===== src/rtl/pipe_stage_skid.sv =====
// rtl/pipe_stage_skid.sv - valid/ready pipeline stage register with optional 2-entry skid buffer
//
// Purpose: carries a data and a control payload across one datapath stage
// boundary. It supports synchronous flush (bubble insertion), back-pressure
// and a saturating stall-cycle counter.
//
// Build option: PIPE_STAGE_SKID_EN
//   defined   - adds a skid register and a FULL state; in_ready is registered
//   undefined - main register only; in_ready = out_ready | !out_valid (combinational)
//
// Ports:
//   clk, rst_n           clock, asynchronous active-low reset
//   flush_i              synchronous flush; kills every held entry and drops the current offer
//   in_valid/in_ready    upstream handshake
//   in_data/in_ctrl      upstream payload
//   out_valid/out_ready  downstream handshake
//   out_data/out_ctrl    main-register payload; out_ctrl is 0 whenever out_valid is 0
//   stall_cnt            saturating count of cycles with out_valid=1 and out_ready=0
module pipe_stage_skid #(
  parameter int DATA_WIDTH = 64,
  parameter int CTRL_WIDTH = 8,
  parameter int CNT_WIDTH  = 16
) (
  input  logic                  clk,
  input  logic                  rst_n,
  input  logic                  flush_i,
  input  logic                  in_valid,
  output logic                  in_ready,
  input  logic [DATA_WIDTH-1:0] in_data,
  input  logic [CTRL_WIDTH-1:0] in_ctrl,
  output logic                  out_valid,
  input  logic                  out_ready,
  output logic [DATA_WIDTH-1:0] out_data,
  output logic [CTRL_WIDTH-1:0] out_ctrl,
  output logic [CNT_WIDTH-1:0]  stall_cnt
);

  localparam logic [CNT_WIDTH-1:0] CNT_MAX = '1;
  localparam logic [CNT_WIDTH-1:0] CNT_ONE = CNT_WIDTH'(1);

  // Stall counter: independent of flush, cleared only by reset.
  always_ff @(posedge clk or negedge rst_n) begin
    if (!rst_n) begin
      stall_cnt <= '0;
    end else if (out_valid && !out_ready && (stall_cnt != CNT_MAX)) begin
      stall_cnt <= stall_cnt + CNT_ONE;
    end
  end

`ifdef PIPE_STAGE_SKID_EN

  typedef enum logic [1:0] {
    EMPTY = 2'd0,
    ONE   = 2'd1,
    FULL  = 2'd2
  } state_t;

  state_t                state;
  state_t                next_state;
  logic                  in_ready_q;
  logic                  in_xfer;
  logic                  load_main_in;
  logic                  load_main_skid;
  logic                  load_skid;
  logic [DATA_WIDTH-1:0] skid_data;
  logic [CTRL_WIDTH-1:0] skid_ctrl;

  assign in_ready  = in_ready_q;
  assign in_xfer   = in_valid & in_ready_q;
  assign out_valid = (state != EMPTY);

  always_ff @(posedge clk or negedge rst_n) begin
    if (!rst_n) begin
      state      <= EMPTY;
      in_ready_q <= 1'b1;
    end else begin
      state      <= next_state;
      // Registered ready: only FULL refuses input, so ready never waits on out_ready.
      in_ready_q <= (next_state != FULL);
    end
  end

  always_comb begin
    next_state     = state;
    load_main_in   = 1'b0;
    load_main_skid = 1'b0;
    load_skid      = 1'b0;
    if (flush_i) begin
      next_state = EMPTY;
    end else begin
      case (state)
        EMPTY: begin
          if (in_xfer) begin
            load_main_in = 1'b1;
            next_state   = ONE;
          end
        end
        ONE: begin
          if (in_xfer && out_ready) begin
            load_main_in = 1'b1;
          end else if (in_xfer) begin
            load_skid  = 1'b1;
            next_state = FULL;
          end else if (out_ready) begin
            next_state = EMPTY;
          end
        end
        FULL: begin
          if (out_ready) begin
            load_main_skid = 1'b1;
            next_state     = ONE;
          end
        end
        default: next_state = EMPTY;
      endcase
    end
  end

  always_ff @(posedge clk or negedge rst_n) begin
    if (!rst_n) begin
      out_data  <= '0;
      out_ctrl  <= '0;
      skid_data <= '0;
      skid_ctrl <= '0;
    end else begin
      if (load_main_in) begin
        out_data <= in_data;
        out_ctrl <= in_ctrl;
      end else if (load_main_skid) begin
        out_data <= skid_data;
        out_ctrl <= skid_ctrl;
      end else if (next_state == EMPTY) begin
        // Bubble: control goes to 0, data keeps its last value.
        out_ctrl <= '0;
      end
      if (load_skid) begin
        skid_data <= in_data;
        skid_ctrl <= in_ctrl;
      end else if (flush_i || load_main_skid) begin
        skid_ctrl <= '0;
      end
    end
  end

`else

  typedef enum logic {
    EMPTY = 1'b0,
    ONE   = 1'b1
  } state_t;

  state_t state;
  state_t next_state;
  logic   in_xfer;
  logic   load_main;

  assign out_valid = (state == ONE);
  // Without a skid slot the stage may only accept when the held entry leaves now.
  assign in_ready  = out_ready | ~out_valid;
  assign in_xfer   = in_valid & in_ready;

  always_ff @(posedge clk or negedge rst_n) begin
    if (!rst_n) begin
      state <= EMPTY;
    end else begin
      state <= next_state;
    end
  end

  always_comb begin
    next_state = state;
    load_main  = 1'b0;
    if (flush_i) begin
      next_state = EMPTY;
    end else if (in_xfer) begin
      load_main  = 1'b1;
      next_state = ONE;
    end else if (out_ready) begin
      next_state = EMPTY;
    end
  end

  always_ff @(posedge clk or negedge rst_n) begin
    if (!rst_n) begin
      out_data <= '0;
      out_ctrl <= '0;
    end else if (load_main) begin
      out_data <= in_data;
      out_ctrl <= in_ctrl;
    end else if (next_state == EMPTY) begin
      out_ctrl <= '0;
    end
  end

`endif

endmodule


===== config.mk =====
export PLATFORM = sky130hd
export DESIGN_NAME = pipe_stage_skid
export DESIGN_NICKNAME = d
export VERILOG_FILES = /design/src/rtl/pipe_stage_skid.sv
export SDC_FILE = /design/constraint.sdc
export NUM_CORES = 1
export LEC_CHECK = 0
export BUFFER_PORTS_ARGS = -buffer_cell sky130_fd_sc_hd__buf_2
export CAP_MARGIN = 30
export CORE_MARGIN = 2
export CORE_UTILIZATION = 40
export CTS_CLUSTER_SIZE = 14
export DETAILED_ROUTE_END_ITERATION = 12
export MAX_ROUTING_LAYER = met4
export PLACE_DENSITY = 0.76
export SLEW_MARGIN = 20
export SYNTH_ARGS = -nofsm -noshare
export SYNTH_HDL_FRONTEND = slang
export SYNTH_SLANG_ARGS = --single-unit

===== constraint.sdc =====
create_clock -name clk -period 4.91 [get_ports clk]
set_clock_uncertainty 0.2 [all_clocks]
set_input_delay 0.491 -clock clk [delete_from_list [all_inputs] [get_ports clk]]
set_output_delay 0.491 -clock clk [all_outputs]
set_load 0.005 [all_outputs]

==> summary.md, run 1 <==
| Metric | Value |
|---|---|
| Row count | `34` |
| Vias/cell | `4.76` |
| First-pass GRT wire length | `14.2 mm` |
| Power Dens Cells | `355 nW/um2` |
| Largest net degree at the start of global routing | `65` |
| Max Clock Freq | `486 MHz` |
| R2R Path Start | `stall_cnt[0]$_DFFE_PN0P_` |
| Clk slew on worst S/H paths | `0.09 ns` |
| CTS buffer count | `9` |
| Share of layout cells above drive strength 1 | `35.8%` |
| Initial antenna violation count | `0` |
| Antenna Nets Post-Route | `0` |
| TritonRoute pass-1 iters | `4` |
| Register area share after synthesis | `63.4%` |
| Final setup fails | `0` |
| Setup Fix Bufs, Post-CTS | `0` |
| Fin nets | `610` |
| Area of the core | `8640 um2` |
| Die X | `97.7 um` |
| Routed WL | `8.33 mm` |
| Most frequent cells in the layout | `nand2_1 (197), buf_2 (165), dfrtp_1 (89)` |
| Post-DP HPWL | `6.00 mm` |
| Number of I/O port buffers | `166` |
| Crit. End Element | `flop` |
| Hold crit path type | `in2reg` |
| Fin. Hold Viols | `0` |
| Via count | `3069` |
| Worst EP arrival | `2.09 ns` |
| Hold_sp | `in_data[63]` |
| Drt drc | `0` |
| Synthesized Nets | `444` |
| Synth Area per Inst | `9.59 um2` |
| Pleak | `2.72 nW` |
| Met2 usage | `29.5%` |
| Die Area | `9540 um2` |
| GPL Wtd Cong | `0.872` |
| Crit Path Category | `reg2reg` |
| Hold endpoint | `out_data[63]$_DFFE_PN0N_` |
| Worst-path maximum fanout | `7` |
| Yosys cell types | `25` |
| Startpoint Class | `flop` |
| Status | `finished clean` |
| Overall Global Routing Usage | `18.8%` |
| Ys Warns | `0` |
| Most utilized layer in the global route result | `met2` |
| Syn Std Cell Area | `3510 um2` |
| R2R setup slack | `2.85 ns` |
| N_diodes | `0` |
| Critical Path RT | `4.94 ns` |
| Clk_lat worst skew | `0.35 ns` |
| I/O pin cnt | `167` |
| R2R Path End | `stall_cnt[1]$_DFFE_PN0P_` |
| Total gr overflow | `0` |
| Via count of the first global-routing pass | `3039` |
| Grt met3 use | `4.24%` |
| Iter 0 DRT Violations | `103` |
| Post-Syn Instances | `366` |
| Slew margin rel. | `47.4%` |
| Final critical-path required period | `2.06 ns` |
| Clock Path Buffers | `2` |
| Total negative slack | `0 ns` |
| WHS | `0.122 ns` |
| Max-slew violation count | `0` |
| Worst vdd ir | `0.157 mV` |
| Most common cell after layout, fill and taps aside | `nand2_1` |
| Root Driver | `clkbuf_8` |
| R2R depth | `5` |
| Max Cap Viol | `0` |
| Die height | `97.7 um` |
| H-tree level count | `3` |
| Final period util | `41.9%` |
| Worst Tran Pin Value | `0.787 ns` |
| Synthesis-to-finish area growth | `32.9%` |
| CTS sink count | `89` |
| Initial Utilization | `40.7%` |
| RSZ-0062 raised after global routing | `false` |
| GR Util met1 | `23.3%` |
| Hold depth | `3` |
| TritonCTS clock tree | `done` |
| FF+latch count, synth | `89` |
| WL per Instance | `12.9 um` |
[state kept, by name, indices dropped and copies added, names as in the netlist]
signal / cells
stall_cnt: 16
out_ctrl: 8
out_data: 64
out_valid: 1
[per-layer routing]
layer / share of wire (%) / vias up
met5: 0 / -
met4: 1.9 / 0
met3: 5.5 / 17
met2: 49 / 103
met1: 44 / 1463
li1: - / 1486
[how the worst max path moves through the flow]
stage,cells after the start,start,to
floorplan,5,stall_cnt[0]$_DFFE_PN0P_,stall_cnt[1]$_DFFE_PN0P_
global placement,5,out_ready,stall_cnt[11]$_DFFE_PN0P_
detailed placement,5,out_ready,stall_cnt[13]$_DFFE_PN0P_
CTS,4,stall_cnt[12]$_DFFE_PN0P_,stall_cnt[1]$_DFFE_PN0P_
global route,4,stall_cnt[12]$_DFFE_PN0P_,stall_cnt[1]$_DFFE_PN0P_
finish,5,stall_cnt[0]$_DFFE_PN0P_,stall_cnt[1]$_DFFE_PN0P_
[kinds of logic (layout without fill, tap and decap cells)]
logic type               count (synthesis)  after routing  synth area share, %
AO/OA/AOI/OAI                           10             10                 2.28
XOR/XNOR                                14             14                 3.49
adder cells (fa/ha/maj)                  1              1                0.356
buffers and inverters                   19            190                 2.03
flip-flops                              89             89                 63.4
multiplexers                             1              1                0.321
AND/OR/NAND/NOR                        232            232                 28.1
[power by group]
| group | switching (mW) | total (mW) | internal, mW |
|---|---|---|---|
| clock | 0.260 | 0.458 | 0.199 |
| combinational | 0.153 | 0.296 | 0.143 |
| sequential | 0.0711 | 0.903 | 0.832 |
[metrics by stage]
stage               util (%)  total power [mW]  area, um2  setup slack [ns]  std cells
floorplan                  -              1.03       3510              3.02        366
global placement        51.5              1.20       4450              2.70        627
detailed placement      51.8              1.22       4470              2.64        628
CTS                     54.0              1.69       4670              2.87        645
global route            54.0              1.76       4670              2.73        645
finish                  54.0              1.66       4670              2.85        645
[layout make-up]
class / count / area (um2)
Tap cell: 108 / 135
Timing Repair Buffer: 171 / 893
Fill cell: 785 / 3970
Inverter: 3 / 11.3
Clock buffer: 10 / 138
Clock inverter: 6 / 43.8
Sequential cell: 89 / 2230
Multi-Input combinational cell: 258 / 1220
[synthesized netlist by cell type]
master	number	area, um2
ha_1	1	12.5
nand2_1	197	739
xor2_1	11	96.3
dfrtp_1	89	2230
clkbuf_1	16	60.1
xnor2_1	3	26.3
nand4_4	1	21.3
mux2_1	1	11.3
a22o_1	8	70.1
nand2b_1	1	6.26
a21oi_1	1	5.00
nand4_1	3	18.8
inv_1	3	11.3
or3_1	1	6.26
o21ai_1	1	5.00
nor3b_1	2	15.0
nand3_1	4	20.0
nor4_1	5	31.3
or4_4	1	11.3
nor2_1	6	22.5
nor3_1	6	30.0
nand3b_1	2	15.0
nor4_4	1	21.3
nor4b_2	1	15.0
nor4_2	1	12.5
[timing repair]
| action | in CTS | in global routing |
|---|---|---|
| gates resized for setup | 0 | 0 |
| hold endpoints to repair | 43 | 0 |
| hold buffers | 1 | 0 |
[critical path, stage by stage (launching register included)]
cell and delay [ns]:
dfrtp_1 0.40, ha_1 0.19, nand3_1 0.21, nor4_4 0.46, nor2_1 0.14, mux2_1 0.33
No activity file was read; power rests on OpenSTA's default activity.
==> run 2, diff against run 1 <==
--- a/config.mk
+++ b/config.mk
@@ -12,7 +12,7 @@
 export CTS_CLUSTER_SIZE = 14
 export DETAILED_ROUTE_END_ITERATION = 12
 export MAX_ROUTING_LAYER = met4
-export PLACE_DENSITY = 0.76
+export PLACE_DENSITY = 0.78
 export SLEW_MARGIN = 20
 export SYNTH_ARGS = -nofsm -noshare
 export SYNTH_HDL_FRONTEND = slang
==> constraint.sdc (replaced) <==
create_clock -name clk -period 1.87 [get_ports clk]
set_clock_uncertainty 0.2 [all_clocks]
set_input_delay 0.187 -clock clk [delete_from_list [all_inputs] [get_ports clk]]
set_output_delay 0.187 -clock clk [all_outputs]
set_load 0.005 [all_outputs]
==> summary.md, run 2 (same netlist as run 1, synthesis figures left out) <==
| Metric | Value |
|---|---|
| Reg power frac | `50.2%` |
| TritonRoute pass-1 iters | `6` |
| GPL Wtd Cong | `0.828` |
| Antenna Nets Post-Route | `0` |
| Crit path launch | `stall_cnt[0]$_DFFE_PN0P_` |
| Crit Path Category | `reg2reg` |
| Synthesis-to-finish area growth | `58.1%` |
| Hold crit path type | `in2async` |
| Vias/cell | `4.77` |
| Fin. Hold Viols | `0` |
| Fillers | `678` |
| Max FFs per register | `64` |
| RSZ-0062 raised after global routing | `true` |
| Clock network power share | `28.0%` |
| TritonCTS clock tree | `done` |
| Gate power share | `21.8%` |
| Routed WL | `9.98 mm` |
| Share of layout cells above drive strength 1 | `33.3%` |
| Overall Global Routing Usage | `22.1%` |
| CTS sink count | `89` |
| Post-DP HPWL | `6.22 mm` |
| R2R Path Start | `stall_cnt[0]$_DFFE_PN0P_` |
| Initial Utilization | `40.7%` |
| Die X | `97.7 um` |
| Slowest cell on crit path | `or4_4` |
| Power Dens Cells | `846 nW/um2` |
| Drt drc | `0` |
| CTS buffer count | `9` |
| Final setup fails | `0` |
| N_diodes | `0` |
| Clk_lat worst skew | `0.35 ns` |
| Max Cap Viol | `0` |
| Most common cell after layout, fill and taps aside | `nand2_1` |
| Status | `finished clean` |
| Final period util | `96.1%` |
| I/O pin cnt | `167` |
| Critical Path RT | `1.93 ns` |
| Number of I/O port buffers | `166` |
| Slew margin rel. | `57.3%` |
| H-tree level count | `3` |
| Worst Tran Pin Value | `0.638 ns` |
| Worst-path maximum fanout | `4` |
| Clock Path Buffers | `2` |
| Cell breakdown of the critical path | `buf_4 > nand3_1 > or4_4 > nor3_1 > xor2_1` |
| Root Driver | `clkbuf_8` |
| Biggest register | `out_data` |
| Setup Fix Bufs, Post-CTS | `0` |
| WHS | `0.113 ns` |
| Via count | `3483` |
| Startpoint Class | `flop` |
| Total gr overflow | `0` |
| Via count of the first global-routing pass | `3606` |
| Row count | `34` |
| Top flop regs | `out_data: 64 flops, stall_cnt: 16 flops, out_ctrl: 8 flops` |
| Slowest stage delay, CP | `0.53 ns` |
| Internal power | `3.38 mW` |
| Most frequent cells in the layout | `nand2_1 (197), buf_2 (165), dfrtp_1 (88)` |
| Total negative slack | `0 ns` |
| Area of the core | `8640 um2` |
| Die height | `97.7 um` |
| WL per Instance | `13.7 um` |
| Pleak | `3.09 nW` |
| Fin nets | `695` |
| Die Area | `9540 um2` |
| Max Clock Freq | `556 MHz` |
| Iter 0 DRT Violations | `152` |
| Max-slew violation count | `0` |
| Crit. End Element | `flop` |
| Sw Share | `28.0%` |
| P_sw | `1.32 mW` |
| Initial antenna violation count | `0` |
| First-pass GRT wire length | `16.6 mm` |
| Worst EP arrival | `1.86 ns` |
| Worst vdd ir | `0.469 mV` |
| Clk slew on worst S/H paths | `0.10 ns` |
| Largest net degree at the start of global routing | `46` |
| Final critical-path required period | `1.80 ns` |
## run 2: cell count changes in the layout (fill, tap and decap cells not counted), sizes merged
cell	change
dlygate4sd3	+74
bufinv	+1
clkbuf	+2
buf	+11
clkinv	-5
clkinvlp	+2
## run 2: worst paths after layout
path	depth (start not counted)	slack (ns)	end
min	2	0.11	stall_cnt[6]$_DFFE_PN0P_
max	5	0.07	stall_cnt[11]$_DFFE_PN0P_
min reg2reg	2	0.27	out_data[7]$_DFFE_PN0N_
max reg2reg	5	0.07	stall_cnt[11]$_DFFE_PN0P_
max in group asynchronous	3	0.76	out_data[49]$_DFFE_PN0N_
min in group clk	6	0.23	out_data[23]$_DFFE_PN0N_
## run 2: routing by layer
layer	vias up	part of all wire, %	wire [um]	global-route usage (%)
li1	1658	-	-	-
met1	1649	41	4060	25.7
met2	146	51	5070	36.9
met3	30	5.2	514	4.17
met4	0	3.3	326	10.6
met5	-	0	0	-
## run 2: repair_timing
item / in CTS / in global routing
endpoints found under the hold margin: 162 / 0
hold buffers: 75 / 0
gates resized for setup: 2 / 4
endpoints found under the setup margin: 2 / 11
## run 2: area by class of cell
type	count	area [um2]	share of cell area [%]
sequential	89	2230	40.2
timing repair buffer	256	1730	31.3
multi-input combinational	258	1240	22.4
clock buffer	12	145	2.62
tap	108	135	2.44
clock inverter	4	52.6	0.947
inverter	3	11.3	0.203
## run 2: stage by stage
step / power, mW / cell area, um2 / utilization [%] / worst slack [ns] / cells
2_1_floorplan: 2.72 / 3510 / - / 0.0335 / 366
3_3_place_gp: 3.22 / 4570 / 53.0 / 0.0438 / 639
3_5_place_dp: 3.27 / 4570 / 53.0 / -0.0536 / 639
4_1_cts: 4.72 / 5540 / 64.1 / 0.0152 / 730
5_1_grt: 4.98 / 5550 / 64.3 / -0.00322 / 730
6_report: 4.70 / 5550 / 64.3 / 0.0721 / 730
## run 2: worst max-delay path: cells and delay by family, from the launching register on
family / cells / cell delay, ns
DFF: 1 / 0.37
and+or+nand+nor: 3 / 0.83
buffers and inverters: 1 / 0.13
xor gates and xnor gates: 1 / 0.17
## run 2: power by group through the flow
stage               sequential (mW)  clock (mW)  combinational [mW]
global placement               2.37           0               0.857
finish                         2.36        1.31                1.02
CTS                            2.35        1.36                1.01
floorplan                      2.42           0               0.292
global route                   2.39        1.45                1.14
detailed placement             2.38           0               0.889
==> run 3, diff against run 2 <==
--- a/config.mk
+++ b/config.mk
@@ -9,6 +9,7 @@
 export CAP_MARGIN = 30
 export CORE_MARGIN = 2
 export CORE_UTILIZATION = 40
+export CTS_BUF_LIST = sky130_fd_sc_hd__clkbuf_4 sky130_fd_sc_hd__clkbuf_8
 export CTS_CLUSTER_SIZE = 14
 export DETAILED_ROUTE_END_ITERATION = 12
 export MAX_ROUTING_LAYER = met4
==> summary.md, run 3 (same netlist as run 1, synthesis figures left out) <==
| Metric | Value |
|---|---|
| Status | `finished clean` |
| TritonCTS clock tree | `done` |
| Drt drc | `0` |
| Worst setup path endpoint | `stall_cnt[11]$_DFFE_PN0P_` |
| Fin util | `64.3%` |
| Hold crit path type | `in2async` |
| Area of the core | `8640 um2` |
| Overall Global Routing Usage | `22.1%` |
| Antenna Nets Post-Route | `0` |
| Fin nets | `695` |
| Final WS setup | `0.0780 ns` |
| CTS buffer count | `9` |
| Initial Utilization | `40.7%` |
| Die X | `97.7 um` |
| P_sw | `1.32 mW` |
| Startpoint Class | `flop` |
| Largest net degree at the start of global routing | `46` |
| Max FFs per register | `64` |
| Total negative slack | `0 ns` |
| Cell breakdown of the critical path | `buf_4 > nand3_1 > or4_4 > nor3_1 > xor2_1` |
| Multi-input logic area | `1240 um2` |
| R2R Path Start | `stall_cnt[0]$_DFFE_PN0P_` |
| Crit Path Category | `reg2reg` |
| Clk slew on worst S/H paths | `0.10 ns` |
| Final critical-path required period | `1.79 ns` |
| I/O pin cnt | `167` |
| Gate power share | `21.7%` |
| Max-slew violation count | `0` |
| Reg power frac | `49.8%` |
| Iter 0 DRT Violations | `181` |
| Worst-path maximum fanout | `4` |
| Setup Fix Bufs, Post-CTS | `0` |
| R2R setup slack | `0.08 ns` |
| Die Area | `9540 um2` |
| Most frequent cells in the layout | `nand2_1 (197), buf_2 (165), dfrtp_1 (88)` |
| Initial antenna violation count | `0` |
| R2R depth | `5` |
| WHS | `0.113 ns` |
| WL per Instance | `13.7 um` |
| Fin. Hold Viols | `0` |
| Pleak | `3.09 nW` |
| Critical Path RT | `1.93 ns` |
| FF/Latch Area | `2230 um2` |
| Total gr overflow | `0` |
| Post-DP HPWL | `6.22 mm` |
| Sw Share | `28.0%` |
| Via count of the first global-routing pass | `3605` |
| Crit. End Element | `flop` |
| Worst EP arrival | `1.86 ns` |
| Crit path launch | `stall_cnt[0]$_DFFE_PN0P_` |
| Slowest stage delay, CP | `0.53 ns` |
| Worst Tran Pin Value | `0.633 ns` |
| Die height | `97.7 um` |
| RSZ-0062 raised after global routing | `false` |
| H-tree level count | `3` |
| Clock Path Buffers | `2` |
| Final setup fails | `0` |
| Via count | `3487` |
| CTS sink count | `89` |
| Clock network power share | `28.5%` |
| Slew margin rel. | `57.7%` |
| Clk_lat worst skew | `0.35 ns` |
| CP bufs+invs | `1` |
| Final period util | `95.8%` |
| Worst vdd ir | `0.471 mV` |
| Slowest cell on crit path | `or4_4` |
| Power Dens Cells | `852 nW/um2` |
| Critical Path Stages | `5` |
| Max Cap Viol | `0` |
| Fillers | `677` |
| Top Family by Delay on Critical Path | `simple AND/OR/NAND/NOR gates` |
| Top flop regs | `out_data: 64 flops, stall_cnt: 16 flops, out_ctrl: 8 flops` |
| Max Clock Freq | `558 MHz` |
| Most common cell after layout, fill and taps aside | `nand2_1` |
| Biggest register | `out_data` |
| Share of layout cells above drive strength 1 | `33.6%` |
| First-pass GRT wire length | `16.6 mm` |
| Internal power | `3.41 mW` |
| Routed WL | `10.0 mm` |
| Row count | `34` |
| Synthesis-to-finish area growth | `58.3%` |
| Vias/cell | `4.78` |
| GPL Wtd Cong | `0.828` |
| Number of I/O port buffers | `166` |
| R2R Path End | `stall_cnt[11]$_DFFE_PN0P_` |
| N_diodes | `0` |
| Pre-CTS WS | `-0.0536 ns` |
| Root Driver | `clkbuf_8` |
| TritonRoute pass-1 iters | `4` |
-- run 3: how the worst min path moves through the flow --
| stage | start | cells after the start | end | slack, ns |
|---|---|---|---|---|
| finish | rst_n | 2 | stall_cnt[6]$_DFFE_PN0P_ | 0.11 |
| global route | rst_n | 2 | stall_cnt[6]$_DFFE_PN0P_ | 0.14 |
| CTS | rst_n | 2 | stall_cnt[6]$_DFFE_PN0P_ | 0.12 |
| detailed placement | rst_n | 1 | stall_cnt[6]$_DFFE_PN0P_ | -0.04 |
| global placement | rst_n | 1 | stall_cnt[6]$_DFFE_PN0P_ | -0.05 |
| floorplan | rst_n | 0 | out_ctrl[0]$_DFFE_PN0P_ | -0.31 |
-- run 3: power by group through the flow --
stage | clock network, mW | registers [mW] | logic (mW)
after floorplan | 0 | 2.42 | 0.292
after global placement | 0 | 2.37 | 0.857
after detailed placement | 0 | 2.38 | 0.889
after CTS | 1.39 | 2.35 | 1.01
after global routing | 1.48 | 2.39 | 1.14
final | 1.35 | 2.36 | 1.03
-- run 3: routing by layer --
metal | global-route usage, % | share of wire, %
met4 | 10.6 | 3.2
met3 | 4.17 | 5.4
met1 | 25.8 | 40
met5 | - | 0
met2 | 36.9 | 51
-- run 3: layout make-up --
type                       count  share of cell area (%)
clock inverter                 4                   0.946
multi-input combinational    258                    22.4
tap                          108                    2.43
timing repair buffer         256                    31.2
inverter                       3                   0.203
sequential                    89                    40.1
clock buffer                  12                    2.75
-- run 3: metrics by stage --
| stage | instances | power [mW] | cell area [um2] |
|---|---|---|---|
| floorplan | 366 | 2.72 | 3510 |
| global placement | 639 | 3.22 | 4570 |
| detailed placement | 639 | 3.27 | 4570 |
| CTS | 730 | 4.75 | 5540 |
| global route | 730 | 5.01 | 5560 |
| finish | 730 | 4.73 | 5560 |
-- run 3: what timing repair did --
action	in CTS	in global routing
setup endpoints to repair	2	11
hold buffers	75	0
hold endpoints to repair	162	0
gates resized for setup	2	4
